$ cat src/rtl/sprite_motion_if.sv
// sprite_motion_if: control inputs and position outputs of the sprite motion controller
interface sprite_motion_if;
  logic       frame_tick;
  logic       start;
  logic       pause;
  logic       dir;
  logic [3:0] speed;
  logic [9:0] loc_h;
  logic [9:0] loc_v;
  logic [9:0] height;
  logic [9:0] width;
  logic       busy;
  logic       done;
  modport master (
    output frame_tick, start, pause, dir, speed,
    input  loc_h, loc_v, height, width, busy, done
  );
  modport slave (
    input  frame_tick, start, pause, dir, speed,
    output loc_h, loc_v, height, width, busy, done
  );
endinterface

$ cat src/rtl/sprite_motion_ctrl.sv
// sprite_motion_ctrl: per-frame rise/scroll/fall sequencer for one wrapping sprite
module sprite_motion_ctrl #(
  parameter int SCREEN_W      = 850,
  parameter int SPR_W         = 60,
  parameter int MAX_H         = 450,
  parameter int GROUND_V      = 480,
  parameter int H_STEP        = 10,
  parameter int SCROLL_FRAMES = 120,
  parameter int START_H       = 400
) (
  input logic           clk,
  input logic           rst,
  sprite_motion_if.slave bus
);
  localparam int CW = $clog2(SCROLL_FRAMES + 1);
  typedef enum logic [2:0] {IDLE, RISE, SCROLL, FALL, DONE} state_t;
  state_t        state_q, state_d;
  logic [9:0]    loc_h_q, loc_h_d, height_q, height_d;
  logic [CW-1:0] cnt_q, cnt_d, cnt_inc;
  logic          tick;
  logic [10:0]   h_ext, spd, dec_h, sum_h, inc_h, h_sum;
  logic [9:0]    h_up, h_dn;
  assign tick    = bus.frame_tick & ~bus.pause;
  assign h_ext   = {1'b0, loc_h_q};
  assign spd     = 11'(bus.speed);
  assign dec_h   = h_ext >= spd ? h_ext - spd : h_ext + 11'(SCREEN_W) - spd;
  assign sum_h   = h_ext + spd;
  assign inc_h   = sum_h >= 11'(SCREEN_W) ? sum_h - 11'(SCREEN_W) : sum_h;
  assign h_sum   = {1'b0, height_q} + 11'(H_STEP);
  assign h_up    = h_sum > 11'(MAX_H) ? 10'(MAX_H) : h_sum[9:0];
  assign h_dn    = height_q < 10'(H_STEP) ? '0 : height_q - 10'(H_STEP);
  assign cnt_inc = cnt_q + CW'(1);
  // sequence stepping: start is handled immediately, everything else only on applied ticks
  always_comb begin
    state_d  = state_q;
    loc_h_d  = loc_h_q;
    height_d = height_q;
    cnt_d    = cnt_q;
    case (state_q)
      IDLE: if (bus.start) begin
        state_d  = RISE;
        loc_h_d  = 10'(START_H);
        height_d = '0;
      end
      RISE: if (tick) begin
        height_d = h_up;
        if (h_up == 10'(MAX_H)) begin
          state_d = SCROLL;
          cnt_d   = '0;
        end
      end
      SCROLL: if (tick) begin
        loc_h_d = bus.dir ? inc_h[9:0] : dec_h[9:0];
        cnt_d   = cnt_inc;
        if (cnt_inc == CW'(SCROLL_FRAMES)) state_d = FALL;
      end
      FALL: if (tick) begin
        height_d = h_dn;
        if (h_dn == '0) state_d = DONE;
      end
      DONE:    state_d = IDLE;
      default: state_d = IDLE;
    endcase
  end
  // state and frame-boundary position registers
  always_ff @(posedge clk) begin
    if (rst) begin
      state_q  <= IDLE;
      loc_h_q  <= 10'(START_H);
      height_q <= '0;
      cnt_q    <= '0;
    end else begin
      state_q  <= state_d;
      loc_h_q  <= loc_h_d;
      height_q <= height_d;
      cnt_q    <= cnt_d;
    end
  end
  assign bus.loc_h  = loc_h_q;
  assign bus.loc_v  = 10'(GROUND_V) - height_q;
  assign bus.height = height_q;
  assign bus.width  = 10'(SPR_W);
  assign bus.busy   = state_q != IDLE;
  assign bus.done   = state_q == DONE;
endmodule

$ cat src/flat_wrapper.sv
// flat-port wrapper written by rule: the top's interface ports become plain ports
module sprite_motion_ctrl_flat 
#(
  parameter int SCREEN_W      = 850,
  parameter int SPR_W         = 60,
  parameter int MAX_H         = 450,
  parameter int GROUND_V      = 480,
  parameter int H_STEP        = 10,
  parameter int SCROLL_FRAMES = 120,
  parameter int START_H       = 400
)
  (clk, rst, bus_frame_tick, bus_start, bus_pause, bus_dir, bus_speed, bus_loc_h, bus_loc_v, bus_height, bus_width, bus_busy, bus_done);
  sprite_motion_if bus_i ();
  input logic clk;
  input logic rst;
  input wire logic [$bits(bus_i.frame_tick)-1:0] bus_frame_tick;
  input wire logic [$bits(bus_i.start)-1:0] bus_start;
  input wire logic [$bits(bus_i.pause)-1:0] bus_pause;
  input wire logic [$bits(bus_i.dir)-1:0] bus_dir;
  input wire logic [$bits(bus_i.speed)-1:0] bus_speed;
  output wire logic [$bits(bus_i.loc_h)-1:0] bus_loc_h;
  output wire logic [$bits(bus_i.loc_v)-1:0] bus_loc_v;
  output wire logic [$bits(bus_i.height)-1:0] bus_height;
  output wire logic [$bits(bus_i.width)-1:0] bus_width;
  output wire logic [$bits(bus_i.busy)-1:0] bus_busy;
  output wire logic [$bits(bus_i.done)-1:0] bus_done;
  assign bus_i.frame_tick = bus_frame_tick;
  assign bus_i.start = bus_start;
  assign bus_i.pause = bus_pause;
  assign bus_i.dir = bus_dir;
  assign bus_i.speed = bus_speed;
  assign bus_loc_h = bus_i.loc_h;
  assign bus_loc_v = bus_i.loc_v;
  assign bus_height = bus_i.height;
  assign bus_width = bus_i.width;
  assign bus_busy = bus_i.busy;
  assign bus_done = bus_i.done;
  sprite_motion_ctrl #(.SCREEN_W(SCREEN_W), .SPR_W(SPR_W), .MAX_H(MAX_H), .GROUND_V(GROUND_V), .H_STEP(H_STEP), .SCROLL_FRAMES(SCROLL_FRAMES), .START_H(START_H)) u_core (.clk(clk), .rst(rst), .bus(bus_i));
endmodule
$ cat config.mk
export PLATFORM = sky130hd
export DESIGN_NAME = sprite_motion_ctrl_flat
export DESIGN_NICKNAME = d
export VERILOG_FILES = /design/src/rtl/sprite_motion_if.sv /design/src/rtl/sprite_motion_ctrl.sv /design/src/flat_wrapper.sv
export SDC_FILE = /design/constraint.sdc
export NUM_CORES = 1
export LEC_CHECK = 0
export BUFFER_PORTS_ARGS = -buffer_cell sky130_fd_sc_hd__buf_2
export CORE_MARGIN = 1.5
export CORE_UTILIZATION = 58
export DETAILED_ROUTE_END_ITERATION = 8
export GPL_TIMING_DRIVEN = 0
export PLACE_DENSITY_LB_ADDON = 0.12
export SETUP_SLACK_MARGIN = 0.2
export SYNTH_ARGS = -nofsm -noshare
export SYNTH_HDL_FRONTEND = slang
export SYNTH_SLANG_ARGS = --single-unit
$ cat constraint.sdc
create_clock -name clk -period 9.4 [get_ports clk]
set_clock_uncertainty 0.1 [all_clocks]
set_input_delay 1.41 -clock clk [delete_from_list [all_inputs] [get_ports clk]]
set_output_delay 1.41 -clock clk [all_outputs]
set_load 0.005 [all_outputs]
# Yosys cells after proc, flatten, opt, wreduce, memory -nomap -nowiden
# Cells that the tools add are included.
# word_totals
reg_bits,30
latchBits,0
ram_bits,0
romBits,0
elab_cells,66
n_memories,0
# op_classes
n_addsub,9
n_mul,0
div_mod_pow,0
order_cmp,4
n_eq_ne,13
shifts,0
n_mux,24
bitwise_logic,2
reduce_logical,10
# op_table
cell,n
10-bit 2-to-1 mux,10
10-bit case mux with 3 select lines,1
3-bit 2-to-1 mux,7
7-bit 2-to-1 mux,3
10-bit case mux with 2 select lines,1
10-bit by 4-bit subtractor with 10-bit output,2
7-bit case mux with 2 select lines,1
"2-bit by 1-bit != test with 1-bit output, second input constant",6
3-bit case mux with 4 select lines,1
10-bit by 4-bit adder with 11-bit output,1
"10-bit by 4-bit adder with 11-bit output, second input constant",1
"11-bit by 10-bit greater-or-equal comparator with 1-bit output, second input constant",1
"11-bit by 9-bit greater-than comparator with 1-bit output, second input constant",1
"10-bit adder, second input constant",1
"10-bit by 9-bit == test with 1-bit output, second input constant",1
10-bit by 4-bit greater-or-equal comparator with 1-bit output,1
10-bit zero test,1
"10-bit by 4-bit < comparator with 1-bit output, second input constant",1
"10-bit subtractor, second input constant",1
"10-bit by 4-bit subtractor with 10-bit output, second input constant",1
"9-bit by 10-bit subtractor with 10-bit output, first input constant",1
4-bit AND reduction,2
"7-bit by 1-bit adder with 7-bit output, second input constant",1
"7-bit == test, second input constant",1
other kinds (11),14

# Longest topological paths before layout
# depth
word_depth,7
mapped_depth,13

# Worst setup path after synthesis
# No wires, ideal clock.
# synth_timing
kind,input port to flip-flop
from,input port bus_speed[1]
to,register u_core.loc_h_q[9] (netlist: u_core.bus.loc_h[9])
arrival_ns,3.664
setup_slack_ns,5.544
path_stages,12
path_cell_list,ha_1 inv_1 ha_1 fa_1 nor2b_1 o21ai_0 nand2b_1 a211o_1 a2111oi_0 a21o_1 a22oi_1 o32ai_1
# synth_via
elab_chain_len,6
# synth_rtl
item,line_no,source
"start, declared",flat_wrapper.sv:20,input wire logic [$bits(bus_i.speed)-1:0] bus_speed;
10-bit by 4-bit adder with 11-bit output,sprite_motion_ctrl.sv:27,assign sum_h = h_ext + spd;
10-bit subtractor or 11-bit by 10-bit greater-or-equal comparator with 1-bit output (tied branches),sprite_motion_ctrl.sv:28,assign inc_h = sum_h >= 11'(SCREEN_W) ? sum_h - 11'(SCREEN_W) : sum_h;
10-bit 2-to-1 mux,sprite_motion_ctrl.sv:28,
10-bit 2-to-1 mux *,sprite_motion_ctrl.sv:53,loc_h_d = bus.dir ? inc_h[9:0] : dec_h[9:0];
10-bit 2-to-1 mux *,sprite_motion_ctrl.sv:52,SCROLL: if (tick) begin
10-bit case mux with 2 select lines *,sprite_motion_ctrl.sv:39,case (state_q)
"end signal, assigned",sprite_motion_ctrl.sv:69,loc_h_q <= 10'(START_H);
"end signal, assigned",sprite_motion_ctrl.sv:74,loc_h_q <= loc_h_d;
"end, declared",sprite_motion_ctrl.sv:18,"logic [9:0] loc_h_q, loc_h_d, height_q, height_d;"
# Mark *: on every way between the ends. The rest lies on a longest branch, timed or not. The select of a mux whose other input is x is not followed.
# A chain may end at the register's enable or synchronous reset.

# Worst setup path after layout
# Same ends and word-level chain as after synthesis.

==> impl_metrics.tcl <==
set metrics [dict create \
    vias 3848 \
    crit_path_max_fanout 5 \
    grt_pass1_vias 3276 \
    synth-adder-area-share_pct 12.1 \
    r2r_slack_ns 5.91 \
    gp_congestion 0.956 \
    crit_path_end_kind "register" \
    dieArea_sq_um 6780 \
    start_util_pct 60.9 \
    core-area_sq_um 5990 \
    grt_overflow 0 \
    synth_area_leaders "dfxtp_1 (16%), ha_1 (9.9%), a21oi_1 (4.7%)" \
    seqPwrFrac_pct 34.3 \
    worstHoldStart "u_core.cnt_q[6]$_SDFFE_PP0P_" \
    cp_cell_sequence "buf_2, ha_1, inv_1, ha_1, fa_1, nor2b_1, o21ai_0, nand2b_1, a211o_1, a2111oi_0, a21o_1, a22oi_1, o32ai_1" \
    synth-xor-area-share_pct 7.40 \
    swShare_pct 34.2 \
    synth_compound_area_share_pct 26.3 \
    io_pins 52 \
    power_density_nw_per_um2 94.7 \
    vias_per_cell 6.19 \
    fp-row-count 28 \
    synth_cell_type_count 75 \
    syn-cell-area_sq_um 3650 \
    yosysTopAreaCell "dfxtp_1" \
    setup.worst_path.start "bus_speed[1]" \
    cp.buffers_inverters 2 \
    cts.reportedPaths.clkPinSlew_ns 0.07 \
    setup_tns_ns 0 \
    cts_setup_buffers 0 \
    ys_seq_area_share_pct 16.4 \
    finish.utilization_pct 68.3 \
    synth_top_family_by_area "compound AO/OA/AOI/OAI gates" \
    drv_cap 0 \
    hold_viol 0 \
    cts_buffers 5 \
    path_class "in2reg" \
    drt-total-wl_mm 9.95 \
    worstSetupStartpointType "primary input" \
    use_met1_pct 44.5 \
    grt_setup_unrepaired "false" \
    synth_simple_gate_area_share_pct 26.1 \
    diodes 0 \
    die_y_um 82.3 \
    post_cts_resized 0 \
    yosys_warnings 0 \
    max_slew_margin_pct 52.2 \
    comb_power_share_pct 30.0 \
    worst_hold_path_type "reg2reg" \
    grt_start_max_net_pins 12 \
    antenna_found_initial 0 \
    htree_levels 2 \
    ys_seq_elements 30 \
    path_delay_family "compound AO/OA/AOI/OAI gates" \
    ant_nets 0 \
    cts_root_buffer "clkbuf_8" \
    tritoncts "built" \
    p_int_w 0.000255 \
    grt_pass1_wl_mm 15.9 \
    tightestPinTransition_ns 0.715 \
    cp.arrival_ns 4.24 \
    period_needed_ns 4.14 \
    dpl.hpwl_mm 7.49 \
    use_met3_pct 4.73 \
    synth_top_area_share_pct 16.4 \
    cts_hold_buf 0 \
    status "completed" \
    critical-path-max-stage-delay_ns 0.45 \
    die_w_um 82.3 \
    power.total_w 0.000388 \
    ys.flop_type "dfxtp_1" \
    io_buffers 41 \
    crit_top_cell "ha_1" \
    clkLatencyLatePin_ns 0.29 \
    peakVddDrop_uv 67.1 \
    grt_usage_pct 29.8 \
    synth.area.mux_share_pct 2.26 \
    rr_startpoint "u_core.bus.loc_h[1]$_SDFFE_PP0P_" \
    setup_violations 0 \
    grt_most_used_layer "met1" \
    p_clk_share_pct 35.7 \
    drt_iter0_drc 323 \
    synth_edf_count 0 \
    clock-sinks 30 \
    layout.nets 589 \
    ys_async_sr_fraction_pct 0 \
    syn_area_per_cell_sq_um 7.45 \
    cpMaxStageDelayCell "a2111oi_0" \
    leakage_nw 1.76 \
    fmax_mhz 242 \
    clock_path_buffers 2 \
    cp.required_ns 9.50 \
    grt_use_met2_pct 43.9 \
    slew_viol_final 0 \
    synthesis.instances 490 \
    areaGrowthSynthToFinish_pct 12.1 \
    drive_above_1_share_pct 16.6 \
    firstDrtPassIters 5 \
    drt-wirelength-per-cell_um 16.0 \
    drc 0 \
    fillCellCount 545 \
    period_share_pct 44.0 \
    power.switching_w 0.000133 \
]
[power by group through the flow]
| stage | registers, W | logic [W] | clock network (W) |
|---|---|---|---|
| global placement | 0.000136 | 0.000111 | 0 |
| finish | 0.000133 | 0.000116 | 0.000138 |
| CTS | 0.000133 | 0.000114 | 0.000137 |
| detailed placement | 0.000136 | 0.000113 | 0 |
| floorplan | 0.000136 | 0.0000815 | 0 |
| global route | 0.000133 | 0.000129 | 0.000142 |
[final cells by class]
cell class | count | area (sq um) | area share, %
buffer | 40 | 231 | 5.65
clock buffer | 5 | 68.8 | 1.68
clock inverter | 3 | 45.0 | 1.10
inverter | 27 | 101 | 2.48
multi-input combinational | 401 | 2750 | 67.1
sequential | 30 | 601 | 14.7
tap | 75 | 93.8 | 2.29
timing repair buffer | 41 | 205 | 5.01
[cell usage after synthesis (all sizes together), types with 5 or more instances]
cell / instances
nor3: 24
nand4: 7
or3: 7
nand2: 37
o21ai: 28
nor2b: 11
o211ai: 5
nor2: 42
inv: 27
clkbuf: 13
nor3b: 6
a21o: 5
xnor2: 19
a31oi: 6
a21oi: 36
dfxtp: 30
ha: 29
nand3b: 7
mux2i: 6
buf: 27
o21bai: 5
xor2: 11
and3: 5
nand2b: 7
a211oi: 11
nand3: 17
[through the flow]
step | worst slack (ns) | area (sq um) | hold slack (ns) | instances
finish | 5.26 | 4090 | 0.404 | 622
global route | 5.14 | 4090 | 0.435 | 622
CTS | 5.27 | 4090 | 0.403 | 622
detailed placement | 5.00 | 3980 | 0.391 | 614
global placement | 5.06 | 3980 | 0.384 | 614
floorplan | 5.54 | 3680 | 0.370 | 498
[worst register-to-register path: stages (launching register included)]
cell and delay, ns:
dfxtp_1 0.47, inv_1 0.13, ha_1 0.36, inv_1 0.06, ha_1 0.22, fa_1 0.44, nor2b_1 0.15, o21ai_0 0.16
nand2b_1 0.12, a211o_1 0.34, a2111oi_0 0.45, a21o_1 0.17, a22oi_1 0.10, o32ai_1 0.13
[registers in the layout, indices dropped and copies added, names as in the netlist]
signal / flops
u_core.cnt_q: 7
u_core.state_q: 3
u_core.bus.loc_h: 10
u_core.bus.height: 10
[layer usage]
metal,routed length (um),part of all wire [%]
met2,4300,43
met3,846,8.5
met5,0,0
met4,187,1.9
met1,4620,46
[logic make-up (layout without fill, tap and decap cells)]
| family | after synthesis | after routing |
|---|---|---|
| AND/OR/NAND/NOR | 184 | 184 |
| flip-flops | 30 | 30 |
| buffers and inverters | 67 | 116 |
| adder cells (fa/ha/maj) | 33 | 33 |
| XOR/XNOR | 30 | 30 |
| other | 2 | 10 |
| multiplexers | 8 | 8 |
| AO/OA/AOI/OAI | 136 | 136 |
[path summary, 6_finish.rpt]
kind                                                    endpoint  cells past startpoint
worst max-delay path            u_core.bus.loc_h[9]$_SDFFE_PP0P_                     13
worst max register to register  u_core.bus.loc_h[9]$_SDFFE_PP0P_                     13
worst min-delay path                u_core.cnt_q[6]$_SDFFE_PP0P_                      2
worst min register to register      u_core.cnt_q[6]$_SDFFE_PP0P_                      2
[cell usage in the layout, fill, tap and decap left out, drive strengths merged, types with 5 or more instances in the layout]
cell,n
buf,68
nor2,42
nand2,37
a21oi,36
dfxtp,30
ha,29
o21ai,28
inv,27
nor3,24
xnor2,19
clkbuf,18
nand3,17
xor2,11
a211oi,11
nor2b,11
conb,10
or3,7
nand4,7
nand3b,7
nand2b,7
nor3b,6
mux2i,6
a31oi,6
o21bai,5
a21o,5
o211ai,5
and3,5
Note: power is estimated with default switching activity, not from simulation.
